File: src/rtl/estacao_reserva_add.sv
// rtl/estacao_reserva_add.sv - Adder reservation station for the Tomasulo core
//
// Holds one dispatched ADD/SUB, snoops the CDB for missing operands, runs a
// fixed-latency execute, then requests the CDB and broadcasts under TAG.
//
// Ports:
//   Clock, Resetn          clock; asynchronous active-low reset
//   Enable                 dispatch selects this station (sampled in IDLE only)
//   Opcode, Vj, Vk, Qj, Qk dispatched instruction; Q==0 means value present
//   CDB_Valid/Tag/Data     common data bus snoop
//   CDB_Grant              arbiter grants the bus to this station
//   Ready                  station free (IDLE)
//   CDB_Req                result pending, bus requested (BCAST)
//   Out_Tag, Out_Data      broadcast tag (constant TAG) and result register

module estacao_reserva_add #(
  parameter logic [2:0]  TAG       = 3'd1,
  parameter int          LATENCY   = 2,
  parameter logic [2:0]  OP_SUB    = 3'd1,
  parameter logic [15:0] SEM_VALOR = 16'hFFF0
) (
  input  logic        Clock,
  input  logic        Resetn,
  input  logic        Enable,
  input  logic [2:0]  Opcode,
  input  logic [15:0] Vj,
  input  logic [15:0] Vk,
  input  logic [2:0]  Qj,
  input  logic [2:0]  Qk,
  input  logic        CDB_Valid,
  input  logic [2:0]  CDB_Tag,
  input  logic [15:0] CDB_Data,
  input  logic        CDB_Grant,
  output logic        Ready,
  output logic        CDB_Req,
  output logic [2:0]  Out_Tag,
  output logic [15:0] Out_Data
);

  typedef enum logic [1:0] {IDLE, WAIT_OPS, EXEC, BCAST} state_t;

  localparam logic [3:0] CNT_LOAD = 4'(LATENCY - 1);

  state_t      state, state_nxt;
  logic [2:0]  op_r, qj_r, qk_r;
  logic [15:0] vj_r, vk_r, out_data_r;
  logic [3:0]  cnt;

  // Forwarding from the bus in the same cycle the instruction is captured.
  logic fwd_j, fwd_k;
  // Snooping for operands still outstanding while waiting.
  logic snoop_j, snoop_k;
  logic ops_ready;
  logic [15:0] result;

  assign fwd_j     = CDB_Valid && (Qj != 3'd0) && (CDB_Tag == Qj);
  assign fwd_k     = CDB_Valid && (Qk != 3'd0) && (CDB_Tag == Qk);
  assign snoop_j   = CDB_Valid && (qj_r != 3'd0) && (CDB_Tag == qj_r);
  assign snoop_k   = CDB_Valid && (qk_r != 3'd0) && (CDB_Tag == qk_r);
  // Uses the registered tags, so a value just taken off the CDB starts
  // executing one cycle later.
  assign ops_ready = (qj_r == 3'd0) && (qk_r == 3'd0);
  assign result    = (op_r == OP_SUB) ? (vj_r - vk_r) : (vj_r + vk_r);

  always_ff @(posedge Clock or negedge Resetn) begin
    if (!Resetn) state <= IDLE;
    else         state <= state_nxt;
  end

  always_comb begin
    state_nxt = state;
    case (state)
      IDLE:     if (Enable)          state_nxt = WAIT_OPS;
      WAIT_OPS: if (ops_ready)       state_nxt = EXEC;
      EXEC:     if (cnt == 4'd0)     state_nxt = BCAST;
      BCAST:    if (CDB_Grant)       state_nxt = IDLE;
      default:                       state_nxt = IDLE;
    endcase
  end

  always_ff @(posedge Clock or negedge Resetn) begin
    if (!Resetn) begin
      op_r       <= 3'd0;
      vj_r       <= SEM_VALOR;
      vk_r       <= SEM_VALOR;
      qj_r       <= 3'd0;
      qk_r       <= 3'd0;
      cnt        <= 4'd0;
      out_data_r <= SEM_VALOR;
    end else begin
      case (state)
        IDLE: begin
          if (Enable) begin
            op_r <= Opcode;
            vj_r <= fwd_j ? CDB_Data : Vj;
            qj_r <= fwd_j ? 3'd0 : Qj;
            vk_r <= fwd_k ? CDB_Data : Vk;
            qk_r <= fwd_k ? 3'd0 : Qk;
          end
        end
        WAIT_OPS: begin
          if (snoop_j) begin
            vj_r <= CDB_Data;
            qj_r <= 3'd0;
          end
          if (snoop_k) begin
            vk_r <= CDB_Data;
            qk_r <= 3'd0;
          end
          if (ops_ready) cnt <= CNT_LOAD;
        end
        EXEC: begin
          if (cnt == 4'd0) out_data_r <= result;
          else             cnt <= cnt - 4'd1;
        end
        default: ;
      endcase
    end
  end

  assign Ready    = (state == IDLE);
  assign CDB_Req  = (state == BCAST);
  assign Out_Tag  = TAG;
  assign Out_Data = out_data_r;

endmodule
File: config.mk
export PLATFORM = sky130hd
export DESIGN_NAME = estacao_reserva_add
export DESIGN_NICKNAME = d
export VERILOG_FILES = /design/src/rtl/estacao_reserva_add.sv
export SDC_FILE = /design/constraint.sdc
export NUM_CORES = 1
export LEC_CHECK = 0
export CORE_UTILIZATION = 42
export CTS_CLUSTER_SIZE = 16
export DETAILED_ROUTE_END_ITERATION = 16
export DONT_BUFFER_PORTS = 1
export SYNTH_ARGS = -nofsm -noshare
export SYNTH_HDL_FRONTEND = slang
export SYNTH_SLANG_ARGS = --single-unit
File: constraint.sdc
create_clock -name Clock -period 3.2 [get_ports Clock]
set_input_delay 0.64 -clock Clock [delete_from_list [all_inputs] [get_ports Clock]]
set_output_delay 0.64 -clock Clock [all_outputs]
set_load 0.02 [all_outputs]
# Word-level counts from Yosys, hierarchy flattened
# Cells that the tools add are included.
# Widths: inputs -> output; s select.
# op_classes
add_sub_neg	3
eq_ne	15
mux	25
reduce_logical	25
# ops
cell	n
$mux 16	7
$pmux 16 s2	2
$mux 3	6
$add 16x16->16	1
$sub 16x16->16	1
$ne 2x2->1 const B	7
$eq 3x3->1	4
$pmux 3 s2	2
$reduce_bool 3->1	4
$logic_and 1x1->1	9
$reduce_and 3->1	3
$mux 2	4
$mux 4	2
$pmux 2 s4	1
$pmux 4 s2	1
$logic_not 3->1	2
$eq 2x2->1 const B	2
$logic_not 4->1	1
$reduce_and 2->1	2
$reduce_and 4->1	1
$reduce_bool 2->1	2
$sub 4x1->4 const B	1
$eq 3x1->1 const B	1
$eq 2x1->1 const B	1
$logic_not 2->1	1
# totals
regBits	63
in_bits	65
out_inout_bits	21
elab_cells	76

# Logic depth before layout (Yosys ltp)
# Gate-level depths: netlist of the first run.
# depth
word_depth	6
depth_mapped	15
mapped_depth_nobuf	15

# Least setup slack after synthesis of the first run
# OpenSTA, ideal clock, no wires.
# synth_timing
kind	register to register
start	register vk_r[0]
end	register out_data_r[15], in the netlist Out_Data[15]
setup_time_ps	79
t_arrival_ps	2829
setup_slack_ps	292
stages_incl_launch_ff	15
n_path_buf	0
period_less_slack_ps	2908
cell_sequence	dfrtp_1 > inv_1 > ha_1 > nor2b_1 > nand3_1 > or4_1 > o31ai_1 > xor2_1 > ha_1 > a21oi_1 > o21bai_1 > o22a_1 > o31ai_2 > xnor2_1 > o21ai_0
# synth_via
elab_chain_cells	2
# synth_lines
element	line_no	text
start: declaration	46	logic [15:0] vj_r, vk_r, out_data_r;
start signal: assignment	97	vk_r <= fwd_k ? CDB_Data : Vk;
start signal: assignment	107	vk_r <= CDB_Data;
$add 16x16->16 / $sub 16x16->16 (equally long branches)	63	assign result = (op_r == OP_SUB) ? (vj_r - vk_r) : (vj_r + vk_r);
$mux 16 *	63	
end signal: assignment	113	if (cnt == 4'd0) out_data_r <= result;
end: declaration	46	
# Mark *: on every way between the ends. The rest lies on a longest branch, timed or not.
# A chain may end at the register's enable or synchronous reset.

# Worst setup path in the final report of the first run
# Same ends and word-level chain as after synthesis.

==> results by group, run 1 <==
Status
  • Status: finished, final reports clean

Critical path
  • CP Cell Sequence: inv_1 -> ha_1 -> nor2b_4 -> nand3_1 -> or4_4 -> o31ai_2 -> xor2_1 -> ha_4 -> a21oi_4 -> a21oi_1 -> o22a_1 -> o31ai_2 -> xnor2_1 -> o21ai_1
  • Reg2reg end: Out_Data[15]
  • Critical path launch point type: register
  • Critical Path Max Stage Delay: 0.45 ns
  • CP dominant cell by count: o31ai_2
  • Crit. End Element: register
  • Reg2reg path depth: 14
  • WP data required: 3.47 ns
  • CP max FO: 5
  • Worst reg2reg startpoint: vk_r[0]
  • Crit path kind: reg -> reg
  • Critical-path top delay cell: or4_4
  • Flop2flop setup slack: 0.21 ns
  • CP arrival: 3.26 ns

Synth
  • Post-Syn Area: 4095 sq um
  • Top cell type's share of synthesized area: 23.10%
  • Count of cell types in the netlist: 52
  • Synthesized flop and latch total: 63
  • Commonest cells post-synth: nand2_1 (68), o21ai_0 (59), dfstp_2 (36)
  • Seq/Total Area, Yosys: 39.60%
  • Cell count after synthesis: 443
  • Ys Warns: 0
  • Syn_area_per_cell: 9.244 sq um
  • Most common cell in the netlist: nand2_1
  • Synth Flop Type: dfstp_2
  • Post-synth EDFFs: 0
  • Post-synth ARST share: 100.0%
  • Synth area leader: dfstp_2
  • Ranking of synthesized cells by area: dfstp_2 (23%), dfrtp_1 (16%), mux2i_1 (8.1%)

Die
  • Core ar.: 9328 sq um
  • Die H: 100.7 um
  • Starting Density: 43.90%
  • Die Span X: 100.7 um
  • DIE AREA: 10150 sq um
  • Cell Rows: 35
  • Ports: 86

STA
  • Unrepaired setup endpoints after global routing: no
  • Max Clk Rate: 334.0 MHz
  • Final Hold Fails: 0
  • Slew Limit Fails: 0
  • Final Cycle Share: 93.56%
  • Min cycle time layout: 2.994 ns
  • Final setup fails: 0
  • Final hold slack: 0.1098 ns
  • Setup TNS: 0 ns
  • Clock Skew: 0.01216 ns

Cells and area
  • # diodes: 0
  • Post-Layout Cell Count: 576
  • FF/Latch Area: 1622 sq um
  • Area of the multi-input gates: 2321 sq um
  • Area Overhead vs Synth: 9.166%
  • Share of cells above drive strength 1: 18.12%
  • Fill count: 891
  • Post-route design area: 4471 sq um
  • Final #Nets: 530

GRT
  • Overflow after GRT: 0
  • GRT Overall Usage: 18.58%
  • Largest net degree at the start of global routing: 39
  • Initial antenna violation count: 0
  • First-pass GRT wire length: 14430 um
  • Via count of the first global-routing pass: 3018

Placement
  • Post-detail-place hpwl: 6390 um
  • Placed cell area: 4188 sq um
  • Port Buf Inserts: 0
  • Placed Cells: 556
  • RD Place Congestion: 0.8083

Drt
  • TritonRoute pass-1 iters: 4
  • # DRC: 0
  • DR vias: 2993
  • Detailed-route wire length: 8637 um
  • Final ANT Viol Nets: 0
  • Vias/cell: 5.196
  • Starting DRT DRC Count: 119
  • WL/cell: 14.99 um

CTS
  • Max clock buf depth: 2
  • CTS Root Cell: clkbuf_8
  • Skew-Pair Late Insertion Delay: 0.35 ns
  • Clk slew on worst S/H paths: 0.08 ns
  • CTS H-tree lvls: 3
  • Sink Count: 63
  • CTS Buf Count: 9
  • CTS tree: done

Power and ir drop
  • Pwr dens: 1396 nW/um^2
  • Total power: 6241 uW
  • Leak Pwr: 0.001993 uW
  • IR drop worst, VDD: 0.4899 mV

Min path
  • Worst hold path type: in -> async

Job
  • Max-cap check violation count: 0
## power by group
part           internal [uW]  switching (uW)
clock                    377             313
combinational           1650            2110
sequential              1350             439
total                   3380            2860
## worst max-delay path by stage
stage | start | end | slack (ns)
global route | vk_r[0] | Out_Data[14] | 0.006
finish | vk_r[0] | Out_Data[15] | 0.21
CTS | vk_r[0] | Out_Data[15] | 0.05
floorplan | vk_r[0] | Out_Data[15] | 0.29
global placement | vk_r[0] | Out_Data[15] | 0.1
detailed placement | vk_r[0] | Out_Data[15] | -0.002
## final cells by class
class                   count  share of cell area [%]
multi-input cells         336                   51.92
repair buffers             10                   1.959
well taps                 129                   3.610
flip-flops and latches     63                   36.27
clock buffers              10                   3.079
inverters                  22                   1.847
clock inverters             6                   1.315
## repair_timing
action | 4_1_cts | 5_1_grt
hold buffers | 1 | 0
gates cloned | 0 | 0
pin swaps | 0 | 3
endpoints found under the hold margin | 27 | 0
setup buffers | 0 | 3
gates resized for setup | 1 | 9
endpoints found under the setup margin | 1 | 4
## cells in the final DEF, fill, tap and decap left out, drive strengths merged, types with 2 or more instances in the layout
master / instances
mux2: 6
and4: 2
o211ai: 2
nand3: 3
o31ai: 11
nand2: 68
conb: 3
o21a: 3
a21o: 6
xor2: 18
and3: 2
a22o: 3
clkinv: 3
inv: 23
o22a: 2
xnor2: 17
nor3: 7
a31oi: 3
clkbuf: 10
buf: 10
dfrtp: 27
ha: 22
nand2b: 3
a211oi: 3
nor2: 23
dfstp: 36
a21oi: 17
nor4: 2
o21ai: 59
mux2i: 33
or4: 2
## cells by family (layout without fill, tap and decap cells)
family	Yosys count	after routing	synth area share [%]
other cells	2	3	0.1834
xor+xnor	35	35	7.485
compound gates	119	119	18.42
mux	39	39	9.716
simple gates	117	117	12.40
fa+ha+maj	23	23	7.210
buf+inv	45	48	4.980
flops	63	63	39.60
## per-layer routing
metal | track usage, % | vias to the layer above | share of wire, %
li1 | - | 1543 | -
met1 | 25.04 | 1353 | 48
met2 | 29.24 | 84 | 46
met3 | 3.745 | 13 | 4.9
met4 | 7.469 | 0 | 1.7
met5 | 0 | - | 0
## metrics by stage
stage	worst slack [ns]	utilization, %
after detailed placement	-0.001547	44.90
final	0.2062	47.93
after CTS	0.05064	47.26
after floorplan	0.2924	-
after global routing	0.006243	47.93
after global placement	0.09533	44.90
## flip-flops by register name (all words and copies together), names as in the netlist
signal	cells
vj_r	16
qk_r	3
state	2
cnt	4
qj_r	3
vk_r	16
op_r	3
Out_Data	16
## critical path: cells and delay by family (launching register included)
family / cells / cell delay (ns)
XOR/XNOR: 2 / 0.44
AO/OA/AOI/OAI: 6 / 0.83
AND/OR/NAND/NOR: 3 / 0.72
adder cells (fa/ha/maj): 2 / 0.44
flip-flops: 1 / 0.41
buffers and inverters: 1 / 0.07
No activity file was read; power rests on OpenSTA's default activity.
==> inputs of run 2 (changes only) <==
--- a/config.mk
+++ b/config.mk
@@ -5,10 +5,11 @@
 export SDC_FILE = /design/constraint.sdc
 export NUM_CORES = 1
 export LEC_CHECK = 0
-export CORE_UTILIZATION = 42
+export CORE_UTILIZATION = 60
 export CTS_CLUSTER_SIZE = 16
 export DETAILED_ROUTE_END_ITERATION = 16
 export DONT_BUFFER_PORTS = 1
+export PLACE_DENSITY = 0.76
 export SYNTH_ARGS = -nofsm -noshare
 export SYNTH_HDL_FRONTEND = slang
 export SYNTH_SLANG_ARGS = --single-unit
==> constraint.sdc (replaced) <==
create_clock -name Clock -period 3.2 [get_ports Clock]
set_input_delay 0.64 -clock Clock [delete_from_list [all_inputs] [get_ports Clock]]
set_output_delay 0.64 -clock Clock [all_outputs]
set_load 0.01 [all_outputs]
==> results by group, run 2 (synthesis gave the netlist of run 1 again) <==
Status
  • Status: finished, violations left
  • Violated checks: design-rule violations

Power and ir drop
  • Net Sw Frac: 45.81% (about the same)
  • Comb power frac: 60.6% (+0.4 points)
  • Leak Pwr: 0.001978 uW (-0.79%)
  • IR drop worst, VDD: 0.6717 mV (+37%)
  • Pwr dens: 1397 nW/um^2 (about the same)
  • Part of the power in the clock network: 11.1% (about the same)
  • Sequential share of power: 28.3% (-0.4 points)
  • Pint: 3320 uW (-1.8%)
  • Switch Pwr: 2807 uW (-1.9%)

Die
  • Core ar.: 6459 sq um (-31%)
  • DIE AREA: 7160 sq um (-29%)
  • Ports: 86 (unchanged)
  • Starting Density: 63.41% (+20 points)
  • Die H: 84.62 um (-16%)
  • Cell Rows: 29 (-17%)
  • Die Span X: 84.62 um (-16%)

Drt
  • # DRC: 4 (+4)
  • TritonRoute pass-1 iters: 14 (+10)
  • Final ANT Viol Nets: 0 (unchanged)
  • DR vias: 3036 (+1.4%)
  • WL/cell: 15.84 um (+5.7%)
  • Detailed-route wire length: 8255 um (-4.4%)
  • Starting DRT DRC Count: 152 (+28%)
  • Vias/cell: 5.827 (+12%)

CTS
  • CTS H-tree lvls: 3 (unchanged)
  • Sink Count: 63 (unchanged)
  • Skew-Pair Late Insertion Delay: 0.36 ns (about the same)
  • CTS tree: done
  • Max clock buf depth: 2 (unchanged)
  • Clk slew on worst S/H paths: 0.07 ns (about the same)
  • CTS Buf Count: 9 (unchanged)
  • CTS Root Cell: clkbuf_8

Critical path
  • Reg2reg end: Out_Data[15]
  • CP max FO: 4 (-1)
  • WP data required: 3.48 ns (about the same)
  • CP arrival: 3.30 ns (+0.04 ns)
  • Worst reg2reg startpoint: vk_r[0]
  • Critical path launch point type: register
  • Flop2flop setup slack: 0.18 ns (-0.03 ns)
  • Crit path kind: reg -> reg
  • Crit. End Element: register
  • Reg2reg path depth: 15 (+1)

STA
  • Post-route setup slack: 0.1773 ns (-0.02885 ns)
  • Final setup fails: 0 (unchanged)
  • Unrepaired setup endpoints after global routing: yes
  • Min cycle time layout: 3.023 ns (+0.02885 ns)
  • Final Cycle Share: 94.46% (+0.90 points)
  • Slew Limit Fails: 0 (unchanged)
  • Clock Skew: 0.01011 ns (-0.002058 ns)
  • Max Clk Rate: 330.8 MHz (-0.95%)
  • Final Hold Fails: 0 (unchanged)

GRT
  • Overflow after GRT: 0 (unchanged)
  • GRT Overall Usage: 24.91% (+6.3 points)
  • Initial antenna violation count: 0 (unchanged)
  • Largest net degree at the start of global routing: 39 (unchanged)
  • Via count of the first global-routing pass: 2958 (-2.0%)
  • First-pass GRT wire length: 13920 um (-3.6%)

Placement
  • Post-detail-place hpwl: 6127 um (-4.1%)
  • Port Buf Inserts: 0 (unchanged)
  • RD Place Congestion: 0.8466 (+4.7%)
  • Placed Cells: 504 (-9.4%)
  • Dpl ws: -0.03515 ns (-0.03361 ns)
  • Placed cell area: 4123 sq um (-1.6%)

Cells and area
  • Area Overhead vs Synth: 7.088%
  • Commonest non-fill, non-tap cells in the layout: nand2_1 (68), o21ai_0 (58), dfstp_2 (36)
  • # diodes: 0 (unchanged)
  • Final #Nets: 527 (-0.57%)
  • Post-Layout Cell Count: 521 (-9.5%)
  • Post-route design area: 4385 sq um (-1.9%)
  • Share of cells above drive strength 1: 18.02% (-0.10 points)
  • Post-layout util: 67.90% (+20 points)
  • Most common cell after layout, fill and taps aside: nand2_1

Min path
  • Worst hold path type: in -> async

Job
  • Max-cap check violation count: 0 (unchanged)
[run 2: cell types whose count changed in the layout (fill, tap and decap cells not counted), sizes merged]
cell    delta
inv        +1
clkbuf     +1
buf        -3
bufinv     -1
clkinv     -1
[run 2: layer usage]
layer / routed length (um) / part of all wire (%) / track usage (%) / vias to the layer above
met5: 0 / 0 / 0 / -
met4: 138 / 1.7 / 9.707 / 0
met3: 434 / 5.3 / 5.310 / 12
met2: 3605 / 44 / 36.88 / 98
met1: 4075 / 49 / 35.86 / 1383
li1: - / - / - / 1543
[run 2: how the worst max path moves through the flow]
stage,from,to,slack (ns)
after detailed placement,vk_r[0],Out_Data[15],-0.04
after global placement,vk_r[0],Out_Data[15],0.12
after CTS,vk_r[0],Out_Data[15],0.06
final,vk_r[0],Out_Data[15],0.18
after global routing,vk_r[1],Out_Data[15],-0.06
after floorplan,vk_r[0],Out_Data[15],0.29
[run 2: metrics by stage]
stage / setup TNS (ns) / hold WS, ns / total power [uW]
after floorplan: 0 / 0.3444 / 4640
after global placement: 0 / 0.3465 / 5186
after detailed placement: -0.03515 / 0.3467 / 5332
after CTS: 0 / 0.1020 / 6057
after global routing: -0.09701 / 0.1075 / 6730
final: 0 / 0.1146 / 6127
[run 2: worst max-delay path, cell delays in order (launching register included)]
cell and delay (ns):
dfrtp_1 0.41, inv_1 0.07, ha_1 0.17, nor2b_4 0.18, nand3_1 0.11, or4_4 0.46
nor2_1 0.10, a21oi_1 0.08, xnor2_1 0.15, ha_1 0.32, a21o_1 0.18, o21bai_2 0.20
o22a_1 0.20, o31ai_2 0.07, xnor2_1 0.10, o21ai_0 0.14
[run 2: final cells by class]
| type | instances | area (sq um) |
|---|---|---|
| clock buffers | 11 | 162.7 |
| clock inverters | 5 | 37.54 |
| fillers | 531 | 2073 |
| inverters | 22 | 82.58 |
| multi-input cells | 336 | 2320 |
| flip-flops and latches | 63 | 1622 |
| well taps | 77 | 96.34 |
| repair buffers | 7 | 65.06 |
[run 2: timing repair]
action                                  4_1_cts  5_1_grt
hold buffers                                  1        0
pin swaps                                     0        0
hold endpoints to repair                     27        0
endpoints found under the setup margin        1        4
buffers inserted                              0        0
resized for setup                             2        8
[run 2: power by group through the flow]
| stage | clock (uW) | sequential (uW) | combinational (uW) |
|---|---|---|---|
| floorplan | 0 | 1630 | 3010 |
| global placement | 0 | 1710 | 3470 |
| detailed placement | 0 | 1740 | 3590 |
| CTS | 696 | 1720 | 3640 |
| global route | 729 | 1790 | 4210 |
| finish | 682 | 1730 | 3710 |
==> RTL change: new RTL, config.mk and constraints of run 2 <==
Re-encode `state_t` (4 states) as Gray code, 2 bits wide.
--- a/src/rtl/estacao_reserva_add.sv
+++ b/src/rtl/estacao_reserva_add.sv
@@ -39,3 +39,3 @@
 
-  typedef enum logic [1:0] {IDLE, WAIT_OPS, EXEC, BCAST} state_t;
+  typedef enum logic [1:0] {IDLE = 2'b00, WAIT_OPS = 2'b01, EXEC = 2'b11, BCAST = 2'b10} state_t;
 
Function: no difference found for any inputs over 4 cycles, from zero or initial values and one cycle with Resetn low; so few cycles prove little.
==> RTL change against run 2 <==
- combinational power is 16% lower
- sequential cell count stayed put
- cell area is 4.5% lower
- total power is 11% lower
- die area is 4.1% lower
- worst setup slack better by 0.19 ns
- routed wire length is 5.1% lower
- synthesized area is 4.2% lower
==> RTL change: results (changes against run 2) <==
Power and ir drop
  • Combinational power: 3.10 mW (was 3.71 mW)
  • VDD IR max: 0.852 mV (was 0.672 mV)
  • Int Pwr: 3.07 mW (was 3.32 mW)

Cells and area
  • Nets: 508 (was 527)
  • Share of layout cells above drive strength 1: 0.159 (was 0.180)

Place
  • Final GP Congestion: 0.867 (was 0.847)
  • Placed instance count: 489 (was 504)
  • Pre-CTS setup slack: 0.362 ns (was -0.0352 ns)

Routing
  • Detailed Route Iter0 Violations: 147 (was 152)
  • Vias per Instance: 5.73 (was 5.83)
  • Via count: 2,898 (was 3,036)
  • Drt pass-1 iters: 4 (was 14)
  • Met1 Routed Length: 3820 um (was 4080 um)

Worst setup path
  • R2r worst-path depth: 12 (was 15)
  • CP arrival: 3.09 ns (was 3.30 ns)
  • Crit-path max cell delay: 0.41 ns (was 0.46 ns)

Global route
  • Tot GR Track Use: 0.249 (about the same)
  • Met3 Use GR: 0.0457 (was 0.0531)
  • First-pass GRT wire length: 13,600 um (was 13,900 um)

Clock network
  • Clock Latency Late Sink: 0.34 ns (was 0.36 ns)

Logic synthesis
  • Top cells by count, synth: 68 x nand2_1, 60 x o21ai_0, 36 x dfstp_2 (was 68 x nand2_1, 59 x o21ai_0, 36 x dfstp_2)
  • Ranking of synthesized cells by area: dfstp_2 24%, dfrtp_1 17%, mux2i_1 8.4% (was dfstp_2 23%, dfrtp_1 16%, mux2i_1 8.1%)
  • XOR/XNOR share of the synthesized area: 0.0848 (was 0.0749)
  • Post-synth cell types: 45 (was 52)

Run status
  • Status: completed (was finished, violations left)
==> RTL change: cell count changes after synthesis, sizes merged, moves of 3 or more <==
cell | run 2 | this run
nor3 | 7 | 4
xor2 | 18 | 9
inv | 22 | 15
nand3 | 3 | 6
nand4 | 1 | 4
o31ai | 11 | 7
ha | 22 | 18
xnor2 | 17 | 29
a21oi | 17 | 23
==> RTL change: repair_timing <==
| action | 4_1_cts | 5_1_grt |
|---|---|---|
| hold buffers | 1 | 0 |
| resized for setup | 0 | 1 |
| setup endpoints to repair | 0 | 2 |
| hold endpoints to repair | 27 | 0 |
==> RTL change: layout make-up <==
type | count | area, um2
clock inverter | 4 | 45.0
tap | 77 | 96.3
inverter | 15 | 56.3
timing repair buffer | 7 | 65.1
sequential | 63 | 1620
fill | 536 | 2160
multi-input combinational | 328 | 2160
clock buffer | 12 | 145
==> RTL change: logic make-up after synthesis <==
logic type | Yosys count
fa+ha+maj | 19
xor+xnor | 38
other cells | 2
simple gates | 121
mux | 37
compound gates | 110
flops | 63
buf+inv | 37
